File: src/rtl/dqsw_level_trainer_if.sv
// Bundle between the DDR PHY training controller, the write-leveling trainer
// and the lane's DQSW training IOD.
// Optional macro DQSW_EYE_QUAL_EN adds the eye_qual_drops counter.
// The master side is the controller/IOD environment; the trainer uses the slave side.
interface dqsw_level_trainer_if #(
    parameter int unsigned TAP_W = 7
);
    // Controller handshake
    logic             train_start;
    logic             train_busy;
    logic             train_done;
    logic             train_fail;
    logic [TAP_W-1:0] train_tap;
    // IOD feedback
    logic [1:0]       rx_data;
    logic             eye_early;
    logic             eye_late;
    logic             delay_out_of_range;
    // IOD control
    logic             delay_line_load;
    logic             delay_line_move;
    logic             delay_line_direction;
    logic             eye_monitor_clear_flags;
`ifdef DQSW_EYE_QUAL_EN
    logic [7:0]       eye_qual_drops;

    modport master (
        output train_start, rx_data, eye_early, eye_late, delay_out_of_range,
        input  train_busy, train_done, train_fail, train_tap, delay_line_load,
               delay_line_move, delay_line_direction, eye_monitor_clear_flags, eye_qual_drops
    );

    modport slave (
        input  train_start, rx_data, eye_early, eye_late, delay_out_of_range,
        output train_busy, train_done, train_fail, train_tap, delay_line_load,
               delay_line_move, delay_line_direction, eye_monitor_clear_flags, eye_qual_drops
    );
`else
    modport master (
        output train_start, rx_data, eye_early, eye_late, delay_out_of_range,
        input  train_busy, train_done, train_fail, train_tap, delay_line_load,
               delay_line_move, delay_line_direction, eye_monitor_clear_flags
    );

    modport slave (
        input  train_start, rx_data, eye_early, eye_late, delay_out_of_range,
        output train_busy, train_done, train_fail, train_tap, delay_line_load,
               delay_line_move, delay_line_direction, eye_monitor_clear_flags
    );
`endif
endinterface

File: src/rtl/dqsw_level_trainer.sv
// DDR4 DQSW write-leveling sequencer for one lane. Sweeps the IOD delay line
// tap by tap, majority-votes the DQ feedback at each tap and locks on the
// first low-to-high transition of the vote.
// Optional macro DQSW_EYE_QUAL_EN: discard samples flagged by the eye monitor,
// time out the tap after 2*SAMPLE_COUNT cycles and count discarded samples.
module dqsw_level_trainer #(
    parameter int unsigned MAX_TAPS      = 128,
    parameter int unsigned TAP_W         = 7,
    parameter int unsigned SETTLE_CYCLES = 8,
    parameter int unsigned SAMPLE_COUNT  = 16
) (
    input logic                FAB_CLK,
    input logic                RESET,
    dqsw_level_trainer_if.slave bus
);

    localparam int unsigned ONES_W  = $clog2(SAMPLE_COUNT + 1);
    localparam int unsigned CNT_MAX = (SETTLE_CYCLES > 2 * SAMPLE_COUNT) ?
                                      SETTLE_CYCLES : 2 * SAMPLE_COUNT;
    localparam int unsigned CNT_W   = $clog2(CNT_MAX + 1);

    typedef enum logic [3:0] {
        StIdle, StLoad, StClear, StSettle, StSample, StEval, StStep, StDone, StFail
    } state_e;

    typedef enum logic {PhSeekLow, PhSeekHigh} phase_e;

    state_e            state_q, state_d;
    phase_e            phase_q, phase_d;
    logic [TAP_W-1:0]  tap_q, tap_d;
    logic [CNT_W-1:0]  cnt_q, cnt_d;
    logic [ONES_W-1:0] ones_q, ones_d;
    logic              load_pulse, move_pulse, clear_pulse;
    logic              hit, vote;

    assign hit = (bus.rx_data == 2'b11);

`ifdef DQSW_EYE_QUAL_EN
    logic [ONES_W-1:0] valid_q, valid_d;
    logic [7:0]        drops_q, drops_d;
    logic              eye_ok;

    assign eye_ok = !(bus.eye_early || bus.eye_late);
    // A tap that timed out without a full sample set always votes low.
    assign vote   = (valid_q == ONES_W'(SAMPLE_COUNT)) && (ones_q > ONES_W'(SAMPLE_COUNT / 2));
    assign bus.eye_qual_drops = drops_q;
`else
    assign vote = (ones_q > ONES_W'(SAMPLE_COUNT / 2));
`endif

    // State and datapath registers with synchronous reset.
    always_ff @(posedge FAB_CLK) begin
        if (RESET) begin
            state_q <= StIdle;
            phase_q <= PhSeekLow;
            tap_q   <= '0;
            cnt_q   <= '0;
            ones_q  <= '0;
`ifdef DQSW_EYE_QUAL_EN
            valid_q <= '0;
            drops_q <= '0;
`endif
        end else begin
            state_q <= state_d;
            phase_q <= phase_d;
            tap_q   <= tap_d;
            cnt_q   <= cnt_d;
            ones_q  <= ones_d;
`ifdef DQSW_EYE_QUAL_EN
            valid_q <= valid_d;
            drops_q <= drops_d;
`endif
        end
    end

    // Next-state logic and IOD control pulse decode.
    always_comb begin
        state_d     = state_q;
        phase_d     = phase_q;
        tap_d       = tap_q;
        cnt_d       = cnt_q;
        ones_d      = ones_q;
        load_pulse  = 1'b0;
        move_pulse  = 1'b0;
        clear_pulse = 1'b0;
`ifdef DQSW_EYE_QUAL_EN
        valid_d     = valid_q;
        drops_d     = drops_q;
`endif
        unique case (state_q)
            StIdle, StDone, StFail: begin
                if (bus.train_start) begin
                    state_d = StLoad;
                    tap_d   = '0;
                    phase_d = PhSeekLow;
`ifdef DQSW_EYE_QUAL_EN
                    drops_d = '0;
`endif
                end
            end
            StLoad: begin
                load_pulse = 1'b1;
                state_d    = StClear;
            end
            StClear: begin
                clear_pulse = 1'b1;
                cnt_d       = '0;
                state_d     = StSettle;
            end
            StSettle: begin
                if (cnt_q == CNT_W'(SETTLE_CYCLES - 1)) begin
                    cnt_d   = '0;
                    ones_d  = '0;
`ifdef DQSW_EYE_QUAL_EN
                    valid_d = '0;
`endif
                    state_d = StSample;
                end else begin
                    cnt_d = cnt_q + CNT_W'(1);
                end
            end
            StSample: begin
`ifdef DQSW_EYE_QUAL_EN
                if (eye_ok) begin
                    if (hit) ones_d = ones_q + ONES_W'(1);
                    valid_d = valid_q + ONES_W'(1);
                end else if (drops_q != 8'hFF) begin
                    drops_d = drops_q + 8'd1;
                end
                if ((eye_ok && valid_q == ONES_W'(SAMPLE_COUNT - 1)) ||
                    cnt_q == CNT_W'(2 * SAMPLE_COUNT - 1)) begin
                    state_d = StEval;
                end else begin
                    cnt_d = cnt_q + CNT_W'(1);
                end
`else
                if (hit) ones_d = ones_q + ONES_W'(1);
                if (cnt_q == CNT_W'(SAMPLE_COUNT - 1)) begin
                    state_d = StEval;
                end else begin
                    cnt_d = cnt_q + CNT_W'(1);
                end
`endif
            end
            StEval: begin
                if (phase_q == PhSeekLow) begin
                    // A high vote before any low one is a previous clock edge; skip it.
                    if (!vote) phase_d = PhSeekHigh;
                    state_d = StStep;
                end else if (vote) begin
                    state_d = StDone;
                end else begin
                    state_d = StStep;
                end
            end
            StStep: begin
                // End-of-line check comes before the increment so the tap never wraps.
                if (bus.delay_out_of_range || tap_q == TAP_W'(MAX_TAPS - 1)) begin
                    state_d = StFail;
                end else begin
                    move_pulse = 1'b1;
                    tap_d      = tap_q + TAP_W'(1);
                    state_d    = StClear;
                end
            end
            default: state_d = StIdle;
        endcase
    end

    // Pulses are suppressed while reset is asserted.
    assign bus.delay_line_load         = load_pulse && !RESET;
    assign bus.delay_line_move         = move_pulse && !RESET;
    assign bus.eye_monitor_clear_flags = clear_pulse && !RESET;

    assign bus.train_busy           = !(state_q inside {StIdle, StDone, StFail});
    assign bus.train_done           = (state_q == StDone);
    assign bus.train_fail           = (state_q == StFail);
    assign bus.train_tap            = tap_q;
    assign bus.delay_line_direction = bus.train_busy;

endmodule

File: src/flat_wrapper.sv
// flat-port wrapper written by rule: the top's interface ports become plain ports
module dqsw_level_trainer_flat 
#(
    parameter int unsigned MAX_TAPS      = 128,
    parameter int unsigned TAP_W         = 7,
    parameter int unsigned SETTLE_CYCLES = 8,
    parameter int unsigned SAMPLE_COUNT  = 16
)
  (FAB_CLK, RESET, bus_train_start, bus_rx_data, bus_eye_early, bus_eye_late, bus_delay_out_of_range, bus_train_busy, bus_train_done, bus_train_fail, bus_train_tap, bus_delay_line_load, bus_delay_line_move, bus_delay_line_direction, bus_eye_monitor_clear_flags);
  dqsw_level_trainer_if #(.TAP_W(TAP_W)) bus_i ();
  input logic FAB_CLK;
  input logic RESET;
  input wire logic [$bits(bus_i.train_start)-1:0] bus_train_start;
  input wire logic [$bits(bus_i.rx_data)-1:0] bus_rx_data;
  input wire logic [$bits(bus_i.eye_early)-1:0] bus_eye_early;
  input wire logic [$bits(bus_i.eye_late)-1:0] bus_eye_late;
  input wire logic [$bits(bus_i.delay_out_of_range)-1:0] bus_delay_out_of_range;
  output wire logic [$bits(bus_i.train_busy)-1:0] bus_train_busy;
  output wire logic [$bits(bus_i.train_done)-1:0] bus_train_done;
  output wire logic [$bits(bus_i.train_fail)-1:0] bus_train_fail;
  output wire logic [$bits(bus_i.train_tap)-1:0] bus_train_tap;
  output wire logic [$bits(bus_i.delay_line_load)-1:0] bus_delay_line_load;
  output wire logic [$bits(bus_i.delay_line_move)-1:0] bus_delay_line_move;
  output wire logic [$bits(bus_i.delay_line_direction)-1:0] bus_delay_line_direction;
  output wire logic [$bits(bus_i.eye_monitor_clear_flags)-1:0] bus_eye_monitor_clear_flags;
  assign bus_i.train_start = bus_train_start;
  assign bus_i.rx_data = bus_rx_data;
  assign bus_i.eye_early = bus_eye_early;
  assign bus_i.eye_late = bus_eye_late;
  assign bus_i.delay_out_of_range = bus_delay_out_of_range;
  assign bus_train_busy = bus_i.train_busy;
  assign bus_train_done = bus_i.train_done;
  assign bus_train_fail = bus_i.train_fail;
  assign bus_train_tap = bus_i.train_tap;
  assign bus_delay_line_load = bus_i.delay_line_load;
  assign bus_delay_line_move = bus_i.delay_line_move;
  assign bus_delay_line_direction = bus_i.delay_line_direction;
  assign bus_eye_monitor_clear_flags = bus_i.eye_monitor_clear_flags;
  dqsw_level_trainer #(.MAX_TAPS(MAX_TAPS), .TAP_W(TAP_W), .SETTLE_CYCLES(SETTLE_CYCLES), .SAMPLE_COUNT(SAMPLE_COUNT)) u_core (.FAB_CLK(FAB_CLK), .RESET(RESET), .bus(bus_i));
endmodule
File: config.mk
export PLATFORM = sky130hd
export DESIGN_NAME = dqsw_level_trainer_flat
export DESIGN_NICKNAME = d
export VERILOG_FILES = /design/src/rtl/dqsw_level_trainer_if.sv /design/src/rtl/dqsw_level_trainer.sv /design/src/flat_wrapper.sv
export SDC_FILE = /design/constraint.sdc
export NUM_CORES = 1
export LEC_CHECK = 0
export CAP_MARGIN = 5
export CORE_ASPECT_RATIO = 0.8
export CORE_UTILIZATION = 45
export CTS_CLUSTER_SIZE = 12
export DETAILED_ROUTE_END_ITERATION = 7
export MAX_ROUTING_LAYER = met4
export PLACE_DENSITY = 0.68
export REMOVE_ABC_BUFFERS = 1
export SYNTH_ARGS = -nofsm -noshare
export SYNTH_HDL_FRONTEND = slang
export SYNTH_SLANG_ARGS = --single-unit
File: constraint.sdc
create_clock -name FAB_CLK -period 5.5 [get_ports FAB_CLK]
set_input_delay 1.1 -clock FAB_CLK [delete_from_list [all_inputs] [get_ports FAB_CLK]]
set_output_delay 1.1 -clock FAB_CLK [all_outputs]
set_load 0.03 [all_outputs]
==> impl_metrics.ini, run 1 <==
[critical_path]
reg2reg_depth = 4
startpoint_type = primary input
crit_required_ns = 4.40
critical_path_class = in2out
reg2reg_from = u_core.state_q[2]
r2r_end = u_core.ones_q[4]
end_kind = output port
critPathMaxFanout = 11
worstPathArrival_ns = 2.82
r2r_slack_ns = 3.03

[sta]
hold_viol = 0
max_freq_ghz = 0.2549
slew_violations = 0
slew_headroom_pct = 42.80
fin_crit_sh_pct = 71.33
setup_viol = 0
layout_min_cycle_time_ns = 3.923
skew_ns = 0.002019
tightest_slew_ns = 0.8542
rsz0062_at_grt = no
fin_setup_tns_ns = 0

[grt]
grt_use_total_pct = 21.70
overflow = 0
grt_max_degree = 22
antenna_found_initial = 0
grt_pass1_vias = 1211
grt_pass1_wl_um = 5713

[final_layout]
layout-drive-gt1-share_pct = 7.692
layout_common_cells = 23 x dfxtp_1, 20 x a21oi_1, 19 x clkdlybuf4s50_1
syn2layout_area_growth_pct = 15.24
antenna_cells = 0
fin_util_pct = 55.60
fin_nets = 208
layout_commonest_cell = dfxtp_1

[drt]
wl_per_cell_um = 14.54
drtAntennaViolNets = 0
vias = 1419
via_per_inst = 6.038
dr.pass1.iters = 4
drtIter0Drc = 51
wl_um = 3418
drc_errors = 0

[clock_tree]
clock-sinks = 23
tritoncts = done
clk_pin_slew_ns = 0.08
hold_buffers = 0
post_cts_buffers = 0
clock_latency_ns = 0.26
htree_levels = 1
numCtsBuffers = 3
cts-root-buf = clkbuf_8
post_cts_resized = 0
clockBufferDepth = 2

[placement]
port_buffers = 19
gp_congestion = 0.8023
place_hpwl_um = 2480

[worst_hold_path]
hold_start = u_core.bus.train_tap[6]
hold_path.class = reg2reg
min_path_cells = 2
hold_end = u_core.bus.train_tap[6]

[outcome]
status = completed

[die]
die-height_um = 53.82
die_x_um = 66.77
rows = 18
core_area_um2 = 3131
num_io_pins = 22
start_util_pct = 48.24
die_area_um2 = 3593

[pwr]
clkPwrFrac_pct = 21.8
power-per-cell-area_nw_per_um2 = 277.6
leakagePower_nw = 0.5582
p_total_mw = 0.4831
p_int_mw = 0.3000
vdd.ir_drop.worst_uv = 287.4
switching_share_pct = 37.90
pwr-share-comb_pct = 34.6
p_switching_mw = 0.1831
p_seq_share_pct = 43.6

[synth]
synthArstFlopShare_pct = 0
syn_area_per_cell_um2 = 8.208
yosysUniqueCellTypes = 56
syn_area_um2 = 1510
yosysWarnings = 0
synth_top_area_cell = dfxtp_1
ys.flop_type = dfxtp_1
synth_cells = 184
yosys-top-cells-area = dfxtp_1 30%, a21oi_1 6.6%, nand3_1 3.6%, nand2_1 3.5%, ha_1 3.3%
synth-seq-area-share_pct = 30.49
ys_seq_elements = 23
synth_edf_count = 0
synth_top_area_share_pct = 30.49

[flow_run]
maxCapViolCount = 0
-- flip-flops by register name (all words and copies together) (netlist names) --
name,flops
u_core.state_q,4
u_core.bus.train_tap,7
u_core.ones_q,5
u_core.phase_q,1
u_core.cnt_q,6
-- worst max-delay path: stages --
cell and delay, ns:
clkdlybuf4s50_1 0.40, inv_1 0.09, o211ai_1 0.35, nor2_1 0.20
clkdlybuf4s50_1 0.69
-- cell usage after synthesis, types with 3 or more instances --
cell,count
dfxtp_1,23
a21oi_1,20
nand2_1,14
nand3_1,11
o21ai_0,10
clkbuf_1,8
inv_1,8
nor2_1,6
nor3_1,6
o31ai_1,5
or4_1,5
ha_1,4
nand2b_1,4
nor2b_1,4
a211oi_1,3
nand4bb_1,3
or3_1,3
-- cell families (layout without fill, tap and decap cells) --
kind of cell	Yosys count	in the layout	share of synthesized area (%)
compound gates	62	62	27.92
xor+xnor	1	1	0.5801
fa+ha+maj	4	4	3.314
buf+inv	21	32	6.131
flops	23	23	30.49
mux	1	1	0.7456
simple gates	72	72	30.82
-- power by group through the flow --
stage               logic (mW)  clock network (mW)  registers (mW)
global placement         0.163                   0           0.213
global route             0.180               0.117           0.215
detailed placement       0.166                   0           0.214
floorplan                0.118                   0           0.205
finish                   0.167               0.105           0.211
CTS                      0.167               0.109           0.210
-- through the flow --
step | worst slack, ns | instance area [um2] | hold slack [ns] | instances
after floorplan | 2.351 | 1448 | 0.4508 | 171
after global placement | 1.657 | 1695 | 0.4534 | 231
after detailed placement | 1.616 | 1695 | 0.4602 | 231
after CTS | 1.596 | 1740 | 0.4729 | 235
after global routing | 1.432 | 1740 | 0.5165 | 235
final | 1.577 | 1740 | 0.4702 | 235
-- worst max path at each step --
| stage | startpoint | depth (start not counted) | slack (ns) | end |
|---|---|---|---|---|
| global placement | bus_delay_out_of_range | 5 | 1.66 | bus_delay_line_move |
| detailed placement | bus_delay_out_of_range | 5 | 1.62 | bus_delay_line_move |
| finish | bus_delay_out_of_range | 5 | 1.58 | bus_delay_line_move |
| CTS | bus_delay_out_of_range | 5 | 1.60 | bus_delay_line_move |
| floorplan | RESET | 1 | 2.35 | bus_delay_line_load |
| global route | bus_delay_out_of_range | 5 | 1.43 | bus_delay_line_move |
-- per-layer routing --
layer	GRT usage, %	vias up	share of wire (%)
met2	30.30	31	43
li1	-	717	-
met1	31.81	669	52
met3	5.085	2	4.3
met5	-	-	0
met4	3.191	0	0.35
-- area by class of cell --
type                       count  area (um2)
clock buffer                   4       45.04
fill                         295        1390
inverter                       8       30.03
multi-input combinational    140       957.2
sequential                    23       460.4
tap                           40       50.05
timing repair buffer          20       197.7
No activity file was read; power rests on OpenSTA's default activity.
==> run 2: changes to the inputs <==
--- a/config.mk
+++ b/config.mk
@@ -11,7 +11,7 @@
 export CTS_CLUSTER_SIZE = 12
 export DETAILED_ROUTE_END_ITERATION = 7
 export MAX_ROUTING_LAYER = met4
-export PLACE_DENSITY = 0.68
+export PLACE_DENSITY = 0.71
 export REMOVE_ABC_BUFFERS = 1
 export SYNTH_ARGS = -nofsm -noshare
 export SYNTH_HDL_FRONTEND = slang
==> constraint.sdc (replaced) <==
create_clock -name FAB_CLK -period 3.5 [get_ports FAB_CLK]
set_input_delay 0.7 -clock FAB_CLK [delete_from_list [all_inputs] [get_ports FAB_CLK]]
set_output_delay 0.7 -clock FAB_CLK [all_outputs]
set_load 0.03 [all_outputs]
==> run 2 against run 1 <==
Against the previous run: sequential power rose by 57%; clock power increased by 61%; count of clock-buffer cells in the layout unchanged; sequential share of layout area decreased by 0.34 points.
==> impl_metrics.ini, run 2 (synthesized netlist as in run 1, its figures left out) <==
[drt]
drc_errors = 0
vias = 1475
dr.pass1.iters = 4
via_per_inst = 6.197
wl_per_cell_um = 15.34
drtAntennaViolNets = 0
wl_um = 3652
drtIter0Drc = 84

[critical_path]
path_buf_inv = 2
r2r_slack_ns = 1.25
cpLargestDelayFamily = buffers and inverters
worstPathArrival_ns = 2.36
reg2reg_from = u_core.state_q[0]
crit_required_ns = 2.80
reg2reg_depth = 4
cpMostUsedCell = clkdlybuf4s50_1
startpoint_type = primary input
end_kind = output port
r2r_end = u_core.ones_q[4]
critPathMaxFanout = 9
critical_path_class = in2out
slowest_delay_ns = 0.72
cp_cell_sequence = clkdlybuf4s50_1 > nor4_1 > clkdlybuf4s50_1
crit_path_top_delay_cell = clkdlybuf4s50_1

[grt]
overflow = 0
grt_use_total_pct = 21.73
met2_usage_pct = 33.00
grt_max_degree = 21
antenna_found_initial = 0
grt_use_met3_pct = 4.661
grt_use_met1_pct = 29.86
grt_pass1_wl_um = 5796
top_usage_layer = met2
grt_pass1_vias = 1251

[worst_hold_path]
hold_start = u_core.bus.train_tap[6]
hold_path.class = reg2reg
min_path_cells = 2
hold_end = u_core.bus.train_tap[6]

[sta]
fin_crit_sh_pct = 87.35
layout_min_cycle_time_ns = 3.057
hold_viol = 0
max_freq_ghz = 0.3271
tightest_slew_ns = 0.8944
fin_setup_tns_ns = 0
setup_viol = 0
slew_violations = 0
skew_ns = 0.001965
slew_headroom_pct = 40.38
rsz0062_at_grt = no

[die]
core_area_um2 = 3131
die_x_um = 66.77
start_util_pct = 48.24
num_io_pins = 22
rows = 18
die-height_um = 53.82
die_area_um2 = 3593

[clock_tree]
post_cts_resized = 0
clockBufferDepth = 2
htree_levels = 1
clock_latency_ns = 0.27
clk_pin_slew_ns = 0.08
clock-sinks = 23
numCtsBuffers = 3
hold_buffers = 0
cts-root-buf = clkbuf_8
tritoncts = done
post_cts_buffers = 0

[placement]
dpl.cell_count = 234
placed_area_um2 = 1718
gp_congestion = 0.8287
port_buffers = 19
place_hpwl_um = 2690

[final_layout]
layout-drive-gt1-share_pct = 9.091
fin_nets = 211
largest_register_ff_count = 7
syn2layout_area_growth_pct = 16.74
antenna_cells = 0
layout_common_cells = 23 x dfxtp_1, 20 x a21oi_1, 19 x clkdlybuf4s50_1
layout_commonest_cell = dfxtp_1
final_area_um2 = 1763
finalNonFillerCells = 238

[pwr]
switching_share_pct = 38.62
p_switching_mw = 0.2967
pwr-share-comb_pct = 34.8
leakagePower_nw = 0.5733
p_seq_share_pct = 43.2
clkPwrFrac_pct = 22.0
vdd.ir_drop.worst_uv = 344.0
power-per-cell-area_nw_per_um2 = 435.8
p_total_mw = 0.7683
p_int_mw = 0.4716

[outcome]
status = completed

[flow_run]
maxCapViolCount = 0
run 2: cell count changes in the layout (fill, tap and decap cells not counted), sizes merged:
cell / delta
buf: +3
run 2: per-stage QoR:
stage	util (%)	setup slack [ns]	hold slack [ns]
final	56.31	0.4426	0.4770
after CTS	56.31	0.4233	0.4777
after global placement	54.88	0.4482	0.4527
after detailed placement	54.88	0.4270	0.4640
after floorplan	-	0.9976	0.4508
after global routing	56.31	0.3688	0.5071
run 2: worst max-delay path by stage:
stage,start,to,depth (start not counted)
floorplan,u_core.state_q[3],bus_delay_line_direction,2
global placement,RESET,bus_delay_line_load,3
detailed placement,RESET,bus_delay_line_load,3
CTS,RESET,bus_delay_line_load,3
global route,u_core.state_q[1],bus_delay_line_move,4
finish,RESET,bus_delay_line_load,3
run 2: final cells by class:
| class | count | area (um2) |
|---|---|---|
| multi-input cells | 140 | 957.2 |
| fillers | 273 | 1368 |
| inverters | 8 | 30.03 |
| well taps | 40 | 50.05 |
| repair buffers | 23 | 220.2 |
| clock buffers | 4 | 45.04 |
| flip-flops and latches | 23 | 460.4 |
run 2: layer usage:
layer  up-vias  wire length, um
met5         -                0
met4         0               15
met3         2              199
met2        47             1650
met1       703             1786
li1        723                -
run 2: power groups by stage:
stage / sequential, mW / combinational (mW) / clock [mW]
2_1_floorplan: 0.322 / 0.185 / 0
3_3_place_gp: 0.333 / 0.256 / 0
3_5_place_dp: 0.337 / 0.265 / 0
4_1_cts: 0.331 / 0.268 / 0.172
5_1_grt: 0.338 / 0.290 / 0.180
6_report: 0.332 / 0.268 / 0.169
run 2: worst reg2reg max path, cell delays in order (launching register included):
cell     delay, ns
dfxtp_1       0.50
nor4b_4       0.58
mux2_2        0.47
or4_1         0.49
a21oi_1       0.15
